**config.mk**
```make
export PLATFORM = sky130hd
export DESIGN_NAME = ram_wb_initiator
export DESIGN_NICKNAME = d
export VERILOG_FILES = /design/src/rtl/ram_if_pkg.sv /design/src/rtl/ram_wb_initiator.sv
export SDC_FILE = /design/constraint.sdc
export NUM_CORES = 1
export LEC_CHECK = 0
export ABC_CLOCK_PERIOD_IN_PS = 4200
export CELL_PAD_IN_SITES_DETAIL_PLACEMENT = 1
export CELL_PAD_IN_SITES_GLOBAL_PLACEMENT = 2
export CORE_ASPECT_RATIO = 0.5
export CORE_UTILIZATION = 25
export CTS_CLUSTER_SIZE = 12
export DETAILED_ROUTE_END_ITERATION = 12
export GPL_ROUTABILITY_DRIVEN = 0
export GPL_TIMING_DRIVEN = 0
export MAX_ROUTING_LAYER = met4
export PLACE_DENSITY_LB_ADDON = 0.1
export SLEW_MARGIN = 20
export SYNTH_ARGS = -nofsm -noshare
export SYNTH_HDL_FRONTEND = slang
export SYNTH_SLANG_ARGS = --single-unit
```
**constraint.sdc**
```tcl
create_clock -name CLK -period 4.2 [get_ports CLK]
set_input_delay 0.84 -clock CLK [delete_from_list [all_inputs] [get_ports CLK]]
set_output_delay 0.84 -clock CLK [all_outputs]
set_load 0.05 [all_outputs]
```
**src/rtl/ram_if_pkg.sv**
```systemverilog
// Shared definitions for the RAM-side Wishbone initiator.
package ram_if_pkg;

  localparam int unsigned RAM_AW    = 10;
  localparam int unsigned RAM_DW    = 32;
  localparam int unsigned RAM_BYTES = 4;

  typedef enum logic [2:0] {
    S_IDLE,
    S_ISSUE,
    S_CAPTURE,
    S_ACK,
    S_ERR
  } state_e;

endpackage : ram_if_pkg

```
**src/rtl/ram_wb_initiator.sv**
```systemverilog
// Wishbone classic slave bridging a 4 KB address window onto a synchronous
// single-port RAM with byte write enables and one-cycle read latency.
module ram_wb_initiator
  import ram_if_pkg::*;
#(
  parameter logic [31:0] BASE_ADDR = 32'h3000_0000
) (
  input  logic                 CLK,
  input  logic                 RESETn,
  input  logic                 cyc_i,
  input  logic                 stb_i,
  input  logic                 we_i,
  input  logic [RAM_BYTES-1:0] sel_i,
  input  logic [31:0]          adr_i,
  input  logic [RAM_DW-1:0]    dat_i,
  output logic [RAM_DW-1:0]    dat_o,
  output logic                 ack_o,
  output logic                 err_o,
  output logic                 ram_EN,
  output logic [RAM_BYTES-1:0] ram_WE,
  output logic [RAM_AW-1:0]    ram_A,
  output logic [RAM_DW-1:0]    ram_Di,
  input  logic [RAM_DW-1:0]    ram_Do
);

  state_e state_q, state_d;

  logic                 we_q, we_d;
  logic                 ack_q, ack_d;
  logic                 err_q, err_d;
  logic                 en_q, en_d;
  logic [RAM_BYTES-1:0] wen_q, wen_d;
  logic [RAM_AW-1:0]    addr_q, addr_d;
  logic [RAM_DW-1:0]    wdat_q, wdat_d;
  logic [RAM_DW-1:0]    rdat_q, rdat_d;

  logic req;
  logic hit;
  logic issue_start;

  assign req         = cyc_i & stb_i;
  assign hit         = (adr_i[31:12] == BASE_ADDR[31:12]);
  assign issue_start = (state_q == S_IDLE) && (state_d == S_ISSUE);

  // State register, cleared asynchronously
  always_ff @(posedge CLK or negedge RESETn) begin
    if (!RESETn) state_q <= S_IDLE;
    else         state_q <= state_d;
  end

  // Next-state logic; dropping cyc_i after issue abandons the handshake
  always_comb begin
    state_d = state_q;
    unique case (state_q)
      S_IDLE:    if (req) state_d = hit ? S_ISSUE : S_ERR;
      S_ISSUE:   state_d = !cyc_i ? S_IDLE : (we_q ? S_ACK : S_CAPTURE);
      S_CAPTURE: state_d = !cyc_i ? S_IDLE : S_ACK;
      S_ACK:     state_d = S_IDLE;
      S_ERR:     state_d = S_IDLE;
      default:   state_d = S_IDLE;
    endcase
  end

  // Output next-values are decoded from the next state so every port is a flop
  always_comb begin
    ack_d  = (state_d == S_ACK);
    err_d  = (state_d == S_ERR);
    en_d   = (state_d == S_ISSUE);
    wen_d  = '0;
    addr_d = addr_q;
    wdat_d = wdat_q;
    rdat_d = rdat_q;
    we_d   = we_q;
    if ((state_q == S_IDLE) && req) we_d = we_i;
    if (issue_start) begin
      addr_d = adr_i[RAM_AW+1:2];
      wdat_d = dat_i;
      wen_d  = we_i ? sel_i : '0;
    end
    if (state_q == S_CAPTURE) rdat_d = ram_Do;
  end

  // Output and request-latch registers
  always_ff @(posedge CLK or negedge RESETn) begin
    if (!RESETn) begin
      we_q   <= 1'b0;
      ack_q  <= 1'b0;
      err_q  <= 1'b0;
      en_q   <= 1'b0;
      wen_q  <= '0;
      addr_q <= '0;
      wdat_q <= '0;
      rdat_q <= '0;
    end else begin
      we_q   <= we_d;
      ack_q  <= ack_d;
      err_q  <= err_d;
      en_q   <= en_d;
      wen_q  <= wen_d;
      addr_q <= addr_d;
      wdat_q <= wdat_d;
      rdat_q <= rdat_d;
    end
  end

  assign ack_o  = ack_q;
  assign err_o  = err_q;
  assign ram_EN = en_q;
  assign ram_WE = wen_q;
  assign ram_A  = addr_q;
  assign ram_Di = wdat_q;
  assign dat_o  = rdat_q;

endmodule : ram_wb_initiator

```
Yosys cells after proc, flatten, opt, wreduce, memory -nomap -nowiden

Index checks and enable logic that the tools add are counted.

Reduce and logical (&&, ||, !) cells: 3
Bitwise operators: 1
Multiply operators: 0
Multiplexer cells: 8
$add $sub $neg: 0
$lt $le $gt $ge: 0
Shift-type cells: 0
Eq/ne operators: 6
Div/mod/pow operators: 0

Operators with widths:

| operator                                                                 | count |
|---|---|
| 20-bit by 18-bit equality test with 1-bit output (second input constant) | 1 |
| 3-bit case mux with 3 select lines                                       | 1 |
| 4-bit two-way mux                                                        | 2 |
| 3-bit by 1-bit equality test with 1-bit output (second input constant)   | 2 |
| 3-bit by 2-bit equality test with 1-bit output (second input constant)   | 2 |
| 3-bit two-way mux                                                        | 2 |
| 2-bit two-way mux                                                        | 2 |
| 3-bit equality test (second input constant)                              | 1 |
| 3-bit logical NOT                                                        | 1 |
| 1-bit logical AND                                                        | 2 |
| 1-bit bitwise AND                                                        | 1 |
| 1-bit two-way mux                                                        | 1 |

Memories: 0
Latch bits: 0
ROM bits: 0
Output and inout port bits: 81
Word-level logic and storage cells: 27
Register bits: 85
Input port bits: 105
RAM bits: 0

Longest topological paths before layout

Gate-level depths: netlist of the first run.

Depth in word-level cells: 7
Gate-level depth with buffers: 6
Depth with buffers taken out: 4

Worst setup path before layout of the first run

No wires, ideal clock.

Path kind: input to register
Start point: input stb_i
End point: register addr_q[0], in the netlist ram_A[0]
Stages: 6
Required time: 4.075 ns
Setup time: 0.125 ns
Arrival: 2.247 ns
Buffers on the path: 2
Path slack: 1.829 ns
Cells stage by stage: nand2_1 -> or4_1 -> buf_2 -> nor3_4 -> buf_6 -> mux2_2

Longest elaborated chain between the ends: 5

Ends and longest elaborated chain:

| what                                           | line                    | RTL |
|---|---|---|
| from (decl)                                    | ram_wb_initiator.sv:11  | `input logic stb_i,` |
| 1-bit bitwise AND                              | ram_wb_initiator.sv:41  | `assign req = cyc_i & stb_i;` |
| 3-bit two-way mux                              | ram_wb_initiator.sv:55  | `S_IDLE: if (req) state_d = hit ? S_ISSUE : S_ERR;` |
| 3-bit case mux with 3 select lines             | ram_wb_initiator.sv:54  | `unique case (state_q)` |
| 3-bit by 1-bit equality test with 1-bit output | ram_wb_initiator.sv:43  | `assign issue_start = (state_q == S_IDLE) && (state_d == S_ISSUE);` |
| 1-bit logical AND                              | ram_wb_initiator.sv:43  |  |
| to (signal assigned)                           | ram_wb_initiator.sv:100 | `addr_q <= addr_d;` |
| to (decl)                                      | ram_wb_initiator.sv:33  | `logic [RAM_AW-1:0] addr_q, addr_d;` |

Every way passes these cells.
A chain may end at the register's enable or synchronous reset.

Worst setup path in the final report of the first run

Start point: input cyc_i
End point: register wdat_q[13], in the netlist ram_Di[13]

Longest elaborated chain between the ends: 5
Elaborated cells on any way between the ends: 7
Classes of those cells: 1 x eq/ne; 4 x mux; 1 x bitwise; 1 x reduce/logical

Ends and longest elaborated chain:

| what                                               | line                    | RTL |
|---|---|---|
| from (decl)                                        | ram_wb_initiator.sv:10  | `input logic cyc_i,` |
| 1-bit bitwise AND                                  | ram_wb_initiator.sv:41  |  |
| 3-bit two-way mux                                  | ram_wb_initiator.sv:55  |  |
| 3-bit case mux with 3 select lines (*)             | ram_wb_initiator.sv:54  |  |
| 3-bit by 1-bit equality test with 1-bit output (*) | ram_wb_initiator.sv:43  |  |
| 1-bit logical AND (*)                              | ram_wb_initiator.sv:43  |  |
| to (signal assigned)                               | ram_wb_initiator.sv:101 | `wdat_q <= wdat_d;` |
| to (decl)                                          | ram_wb_initiator.sv:34  | `logic [RAM_DW-1:0] wdat_q, wdat_d;` |

Every way passes the cells marked *; elsewhere a longest branch is shown, timed or not.

==> results of run 1 <==
synth_stat cells (2+ instances only):
library cell  count  area (um^2)
clkbuf_1          3         11.3
nand2_1           2         7.51
nor4b_1           2         17.5
mux2_1            2         22.5
buf_6             4         45.0
nor4_1            3         18.8
mux2_2           73          822
and3_1            4         25.0
nor3b_1           2         15.0
dfrtp_1          85         2130
nor2_1            3         11.3
layer usage:
metal / GRT usage / vias to the layer above
met1: 0.166 / 1172
met4: 0.0415 / 0
met2: 0.244 / 89
met5: - / -
met3: 0.0470 / 13
li1: - / 1067
report_power, final:
group / internal, W / switching [W] / leakage (nW)
clock network: 0.000521 / 0.000303 / 0.147
registers: 0.000868 / 0.0000259 / 1.14
logic: 0.000196 / 0.000237 / 1.16
final timing paths:
path                       startpoint  slack (ns)    endpoint  depth (start not counted)
max                             cyc_i        1.52  ram_Di[13]                          7
min                        state_q[2]        0.50  state_q[1]                          1
max reg2reg                state_q[2]        2.03  ram_Di[13]                          5
min reg2reg                state_q[2]        0.50  state_q[1]                          1
max in group asynchronous      RESETn        3.05    dat_o[3]                          2
min in group asynchronous      RESETn        0.52  ram_Di[28]                          1
logic make-up (layout without fill, tap and decap cells):
logic type                after synthesis  in the layout
muxes                                  75             75
and+or+nand+nor                        21             21
xor gates and xnor gates                1              1
DFF                                    85             85
buffers and inverters                   8            208
AOI/OAI and AO/OA                       1              1
state kept, by name, summed over array words and instances (netlist names):
signal   cells
state_q      3
dat_o       32
ram_EN       1
ack_o        1
we_q         1
ram_A       10
err_o        1
ram_WE       4
ram_Di      32
final cells by class:
type | count | share of cell area
repair buffers | 184 | 0.333
multi-input cells | 98 | 0.179
clock buffers | 12 | 0.0426
flip-flops and latches | 85 | 0.383
clock inverters | 4 | 0.0131
plain buffers | 8 | 0.0110
well taps | 165 | 0.0372
worst max-delay path, delay by kind of cell:
kind	cells	cell delay (ns)
muxes	1	0.34
and+or+nand+nor	3	0.82
buffers and inverters	3	0.86
placed cells by master, fill, tap and decap left out, types with 2 or more instances in the layout:
cell type	instances
bufinv_16	2
nor4b_1	2
mux2_2	73
nor2_1	3
buf_6	4
nor3b_1	2
nand2_1	2
clkdlybuf4s50_1	182
dfrtp_1	85
mux2_1	2
nor4_1	3
and3_1	4
clkbuf_16	9
clkbuf_1	6
stage by stage:
| stage | setup TNS [ns] | setup WS, ns | area, um^2 | util | instances |
|---|---|---|---|---|---|
| final | 0 | 1.52 | 5550 | 0.458 | 556 |
| after global routing | 0 | 1.41 | 5550 | 0.458 | 556 |
| after CTS | 0 | 1.49 | 5550 | 0.458 | 556 |
| after detailed placement | 0 | 1.14 | 5240 | 0.432 | 540 |
| after global placement | -61.10 | -0.725 | 5220 | 0.431 | 539 |
| after floorplan | 0 | 1.83 | 3180 | - | 191 |
==> flow_summary.yaml, run 1 <==
floorplan:
  coreArea_um2: 12100
  start_util: 0.263
  die_w_um: 162
  ios: 186
  die_area_um2: 13200
  std_cell_rows: 28
  die_h_um: 81.8
sta:
  setup_viol: 0
  drv_slew: 0
  hold_violations: 0
  worst_pin_slew_ns: 0.764
  relSlewSlack: 0.490
  rsz0062_at_grt: "no"
  fmax_ghz: 0.373
  finClkSkew_ns: 0.00842
  whs_ns: 0.495
  fin_crit_ns: 2.68
  final.period_utilization: 0.638
detailed_routing:
  drtPass1Iterations: 4
  wl_um: 8690
  routed.top_layer: "met4"
  vias: 2341
  initialDrtViolationCount: 76
  drc: 0
  wl_met2_um: 4520
  ant_nets: 0
  avgRoutedWirePerCell_um: 15.6
  m1WireLength_um: 3490
  vias_per_cell: 4.21
  met3_length_um: 531
power:
  power.density_nw_per_um2: 388
  total_power_w: 0.00215
  irDropWorstVdd_uv: 195
  leakagePower_nw: 2.45
clock_network:
  root_buffer: "clkbuf_16"
  clkLatencyLatePin_ns: 0.33
  ctsLongestPathBuffers: 2
  cts.hold.buffers_added: 0
  cts_tree: "done"
  cts-buffers-inserted: 9
  postCtsSetupBuffers: 0
  htree_levels: 3
  clkSinkCount: 85
  path_clk_slew_ns: 0.06
  cts_resized: 0
synthesis:
  ys.flop_type: "dfrtp_1"
  avgSynthCellArea_um2: 16.7
  synth_fa_ha_area_frac: 0
  ys_types: 19
  yosys.area_share.simple: 0.0424
  ys_async_sr_fraction: 1.00
  synth_warnings: 0
  syn-num-nets: 296
  synth-xor-area-share: 0.00275
  synth_cells: 191
  synth_edf_count: 0
  synth-seq-cells: 85
  syn-cell-area_um2: 3180
  synth_top_family_by_area: "multiplexers"
  yosys-mux-area-fraction: 0.265
  seq_area_frac_synth: 0.668
  synth_compound_area_frac: 0.00236
critical_path:
  max_stage_delay_ns: 0.47
  path_cells: "clkdlybuf4s50_1, nand2_1, or4_1, buf_2, nor3_4, buf_6, mux2_2"
  path_max_fanout: 10
  critPathRequiredTime_ns: 4.41
  start_kind: "input pin"
  worstSetupPathType: "in -> reg"
  cp-end-kind: "register"
  cp_data_arrival_time_ns: 2.89
  critPathSlowestCell: "clkdlybuf4s50_1"
flow_run:
  drv_cap: 0
global_route:
  overflow: 0
  grt_use_total: 0.144
  grt_antenna_before_repair: 0
  grt_pass1_vias: 2666
  grt_pass1_wl_um: 13900
  grt_start_max_net_pins: 48
worst_hold_path:
  hp-class: "reg -> reg"
cells_and_area:
  regArea_um2: 2130
  multiInputGateArea_um2: 996
  layout-drive-gt1-share: 0.243
  area_growth_pct: 74.3
  nets: 491
  antenna_cells: 0
  fillCellCount: 1245
place:
  place_hpwl_um: 6720
  io_buffers: 183
outcome:
  status: "completed"
Power figures use the tool's default switching activity.
==> run 2, diff against run 1 <==
Settings changed: ABC_CLOCK_PERIOD_IN_PS 4200 to 2300, CORE_UTILIZATION 25 to 21.
Clock period 4.2 ns to 2.3 ns, I/O delays scaled along.
==> run 2 against run 1 <==
Worst setup slack worse by 1.4 ns. Combinational power is 82% higher. Clock-buffer cell count is 1 lower. Sequential share of layout area is 0.61 points lower. Hold slack worse by 0.43 ns. Critical path depth is 1 higher. Non-clock buffer count is 2 higher. Cell count is 6.1% higher. Die area is 19% higher. Sequential cell count stayed put. Register-to-register slack worse by 1.8 ns. Clock power is 94% higher. Highest routed layer unchanged.
==> flow_summary.yaml, run 2 (synthesis gave the netlist of run 1 again) <==
outcome:
  status: "completed"
place:
  place_hpwl_um: 6540
  io_buffers: 183
  pre_cts_ws_ns: -0.398
  placed_area_um2: 5290
cells_and_area:
  final_cell_mix: "clkdlybuf4s50_1, dfrtp_1, mux2_2"
  final_area_um2: 5640
  nets: 493
  layout-drive-gt1-share: 0.250
  fillCellCount: 1516
  antenna_cells: 0
  final_common_cell: "clkdlybuf4s50_1"
  area_growth_pct: 77.1
critical_path:
  critPathSlowestCell: "clkdlybuf4s50_1"
  path_cells: "clkdlybuf4s50_1, nand2_1, or4_1, buf_2, nor3_4, buf_4, buf_6, mux2_2"
  rr_endpoint: "ram_Di[26]"
  cp_top_family: "buffers and inverters"
  path_buf_inv: 4
  cp-end-kind: "register"
  critPathRequiredTime_ns: 2.51
  max_stage_delay_ns: 0.48
  reg2reg_from: "state_q[2]"
  start_kind: "input pin"
  rrSetupSlack_ns: 0.26
  cp_data_arrival_time_ns: 2.38
  path_max_fanout: 10
  r2r_cells: 6
  worstSetupPathType: "in -> reg"
global_route:
  grt_pass1_vias: 2595
  grt_start_max_net_pins: 57
  overflow: 0
  use_met2: 0.200
  grt_use_total: 0.116
  met1_usage: 0.129
  grt_pass1_wl_um: 13300
  grt_antenna_before_repair: 0
  busiest_layer: "met2"
  met3_usage: 0.0349
flow_run:
  drv_cap: 0
sta:
  drv_slew: 0
  setup_viol: 0
  finClkSkew_ns: 0.00992
  fin_crit_ns: 2.17
  final.period_utilization: 0.944
  fmax_ghz: 0.461
  relSlewSlack: 0.608
  worst_pin_slew_ns: 0.588
  setup_ws_ns: 0.130
  rsz0062_at_grt: "no"
  hold_violations: 0
clock_network:
  clkLatencyLatePin_ns: 0.33
  cts-buffers-inserted: 9
  clkSinkCount: 85
  cts_tree: "done"
  ctsLongestPathBuffers: 2
  cts.hold.buffers_added: 0
  root_buffer: "clkbuf_16"
  htree_levels: 3
  path_clk_slew_ns: 0.06
floorplan:
  ios: 186
  die_area_um2: 15700
  coreArea_um2: 14600
  die_h_um: 89.1
  start_util: 0.218
  die_w_um: 176
  std_cell_rows: 31
detailed_routing:
  drc: 0
  vias_per_cell: 3.92
  drtPass1Iterations: 4
  ant_nets: 0
  vias: 2311
  wl_um: 8410
  initialDrtViolationCount: 40
  avgRoutedWirePerCell_um: 14.3
power:
  irDropWorstVdd_uv: 388
  leakagePower_nw: 2.48
  total_power_w: 0.00402
  power.density_nw_per_um2: 713
worst_hold_path:
  hp-class: "in -> async"
[run 2: changes by cell type in the layout (fill, tap and decap cells not counted)]
cell / change
buf_12: -1
buf_16: +1
buf_4: +2
bufinv_16: +1
clkbuf_1: -1
clkinv_2: -1
nor3b_1: -1
nor3b_2: +1
[run 2: layout make-up]
type                            count  area (um^2)  area share
Buffer                              8         61.3      0.0109
Clock buffer                       11          233      0.0413
Clock inverter                      4         97.6      0.0173
Multi-Input combinational cell     98         1000       0.178
Sequential cell                    85         2130       0.377
Tap cell                          198          248      0.0439
Timing Repair Buffer              186         1870       0.332
[run 2: per-layer routing]
layer | vias to the layer above | wire [um]
met5 | - | 0
met3 | 9 | 473
met1 | 1153 | 3360
li1 | 1068 | -
met2 | 81 | 4470
met4 | 0 | 108
[run 2: worst max-delay path by stage]
stage | start | to | depth (start not counted)
floorplan | stb_i | ram_A[0] | 6
global placement | RESETn | ram_Di[3] | 1
detailed placement | cyc_i | ram_Di[0] | 7
CTS | cyc_i | ram_Di[0] | 7
global route | cyc_i | ram_Di[0] | 8
finish | cyc_i | ram_Di[26] | 8
[run 2: what timing repair did]
action,CTS,global route
pin swaps,1,1
buffers inserted,0,2
endpoints found under the setup margin,39,69
gates resized for setup,0,1
[run 2: where the power goes]
part | switching [W] | internal, W | total [W]
registers | 0.0000455 | 0.00159 | 0.00163
logic | 0.000428 | 0.000360 | 0.000788
clock network | 0.000549 | 0.00106 | 0.00160
[run 2: metrics by stage]
stage	std cells	setup TNS, ns	hold WS [ns]	utilization
finish	590	0	0.0646	0.386
global route	590	0	0.0787	0.386
CTS	588	0	0.0634	0.384
detailed placement	573	-15.72	0.426	0.362
global placement	572	-214.39	0.468	0.360
floorplan	191	0	0.164	-
==> run 3, diff against run 2 <==
Settings changed: ABC_CLOCK_PERIOD_IN_PS 2300 to 1800, CORE_MARGIN set to 4.
Clock period 2.3 ns to 1.8 ns, I/O delays scaled along.
==> run 3 against run 2 <==
Cell count up 1.5%. Global-route usage down 0.19 points. Final area up 5.0%. Sequential power up 28%. Sequential cell count unchanged. Critical path depth down 1. First-iteration DRC count down 13%. Routed wire length up 18%. Power up 26%. Die area up 10%. Critical endpoint is now ram_A[5]. Combinational power up 21%. Non-clock buffer count up 9. The run now ends with setup timing left.
==> flow_summary.yaml, run 3 (synthesis gave the netlist of run 1 again) <==
critical_path:
  path_buf_inv: 3
  start_kind: "input pin"
  cp_top_family: "buffers and inverters"
  r2r_cells: 5
  cp_data_arrival_time_ns: 2.08
  reg2reg_from: "state_q[0]"
  path_cells: "clkdlybuf4s50_1, nor4_2, nand3_2, nor3_4, buf_12, buf_12, mux2_2"
  critPathRequiredTime_ns: 2.01
  max_stage_delay_ns: 0.41
  rr_endpoint: "ram_A[5]"
  path_max_fanout: 10
  cp-end-kind: "register"
  crit_path_start: "adr_i[15]"
  critPathSlowestCell: "clkdlybuf4s50_1"
  rrSetupSlack_ns: -0.06
  cpMostUsedCell: "buf_12"
  worstSetupPathType: "in -> reg"
power:
  p_sw_w: 0.00132
  swShare: 0.261
  pwr-share-clk: 0.404
  leakagePower_nw: 3.04
  comb_power_share: 0.187
  seqPwrFrac: 0.409
  irDropWorstVdd_uv: 387
  power.density_nw_per_um2: 858
  internal-power_w: 0.00376
detailed_routing:
  wl_um: 9920
  avgRoutedWirePerCell_um: 16.6
  drtPass1Iterations: 3
  initialDrtViolationCount: 35
  vias: 2359
  drc: 0
  ant_nets: 0
  vias_per_cell: 3.94
floorplan:
  ios: 186
  start_util: 0.217
  coreArea_um2: 14700
  die_w_um: 182
  die_h_um: 95.1
  die_area_um2: 17300
  std_cell_rows: 31
cells_and_area:
  stdcell_count: 599
  area_growth_pct: 86.0
  fin_util: 0.404
  antenna_cells: 0
  layout-drive-gt1-share: 0.302
  final_common_cell: "clkdlybuf4s50_1"
  final_cell_mix: "clkdlybuf4s50_1, dfrtp_1, dlygate4sd2_1"
  nets: 502
  fillCellCount: 1505
sta:
  setup_tns_ns: -1.90
  final.period_utilization: 1.04
  setup_ws_ns: -0.0720
  relSlewSlack: 0.646
  setup_viol: 42
  fin_crit_ns: 1.87
  whs_ns: 0.426
  fmax_ghz: 0.534
  hold_violations: 0
  drv_slew: 0
  worst_pin_slew_ns: 0.533
  rsz0062_at_grt: "yes"
  finClkSkew_ns: 0.00410
global_route:
  grt_use_total: 0.114
  met3_usage: 0.0335
  met1_usage: 0.121
  grt_pass1_vias: 2697
  use_met2: 0.208
  overflow: 0
  grt_pass1_wl_um: 14700
  grt_antenna_before_repair: 0
  busiest_layer: "met2"
  grt_start_max_net_pins: 57
place:
  place_inst: 573
  place_hpwl_um: 7120
  pre_cts_ws_ns: -0.776
  io_buffers: 183
clock_network:
  clkSinkCount: 85
  ctsLongestPathBuffers: 2
  cts-buffers-inserted: 9
  path_clk_slew_ns: 0.06
  root_buffer: "clkbuf_16"
  cts_tree: "done"
  htree_levels: 3
  clkLatencyLatePin_ns: 0.33
outcome:
  status: "finished with violations"
  violations: "setup timing"
worst_hold_path:
  hold_start: "adr_i[13]"
  min_path_cells: 4
  hp-class: "in -> reg"
  hold_end: "ram_EN"
flow_run:
  drv_cap: 0
-- run 3: cell types whose count changed in the layout (fill, tap and decap cells not counted), sizes merged, moves of 2 or more --
cell	change
buf	+8
clkdlybuf4s50	-94
dlymetal6s2s	+11
dlygate4sd2	+83
clkinv	+2
-- run 3: layer usage --
layer	part of all wire	wire length, um
met5	0	0
met3	0.052	520
met2	0.54	5380
met4	0.0091	90
met1	0.40	3930
-- run 3: how the worst max path moves through the flow --
stage                      end  slack (ns)  depth (start not counted)
floorplan             ram_A[0]       -0.14                          5
global placement      ram_A[9]       -2.78                          1
detailed placement  ram_Di[15]       -0.78                          7
CTS                   ram_A[5]       -0.21                          6
global route          ram_A[5]       -0.12                          5
finish                ram_A[5]       -0.07                          7
-- run 3: metrics by stage --
stage	power (W)	cell area, um^2
2_1_floorplan	0.00261	3180
3_3_place_gp	0.00312	5260
3_5_place_dp	0.00314	5290
4_1_cts	0.00520	5720
5_1_grt	0.00533	5920
6_report	0.00508	5920
-- run 3: area by class of cell --
class                           count  area, um^2  share of cell area
Multi-Input combinational cell     98        1180               0.200
Tap cell                          198         248              0.0418
Sequential cell                    85        2130               0.359
Clock inverter                      5         100              0.0169
Buffer                              7        92.6              0.0156
Timing Repair Buffer              196        1940               0.328
Clock buffer                       10         229              0.0387
-- run 3: power by group through the flow --
| stage | combinational, W | sequential, W | clock, W |
|---|---|---|---|
| finish | 0.000952 | 0.00208 | 0.00205 |
| floorplan | 0.000105 | 0.00250 | 0 |
| global placement | 0.00100 | 0.00211 | 0 |
| global route | 0.00100 | 0.00209 | 0.00224 |
| detailed placement | 0.00102 | 0.00212 | 0 |
| CTS | 0.000958 | 0.00208 | 0.00216 |
-- run 3: worst min-delay path: stages --
cell	delay, ns
dlymetal6s2s_1	0.10
nor4_2	0.05
nand3_2	0.11
nor3_2	0.08
-- run 3: what timing repair did --
action | CTS | global route
pin swaps | 1 | 5
setup endpoints to repair | 158 | 76
hold buffers | 1 | 0
buffers inserted | 6 | 2
cloned | 1 | 2
hold endpoints to repair | 29 | 0
resized for setup | 114 | 40
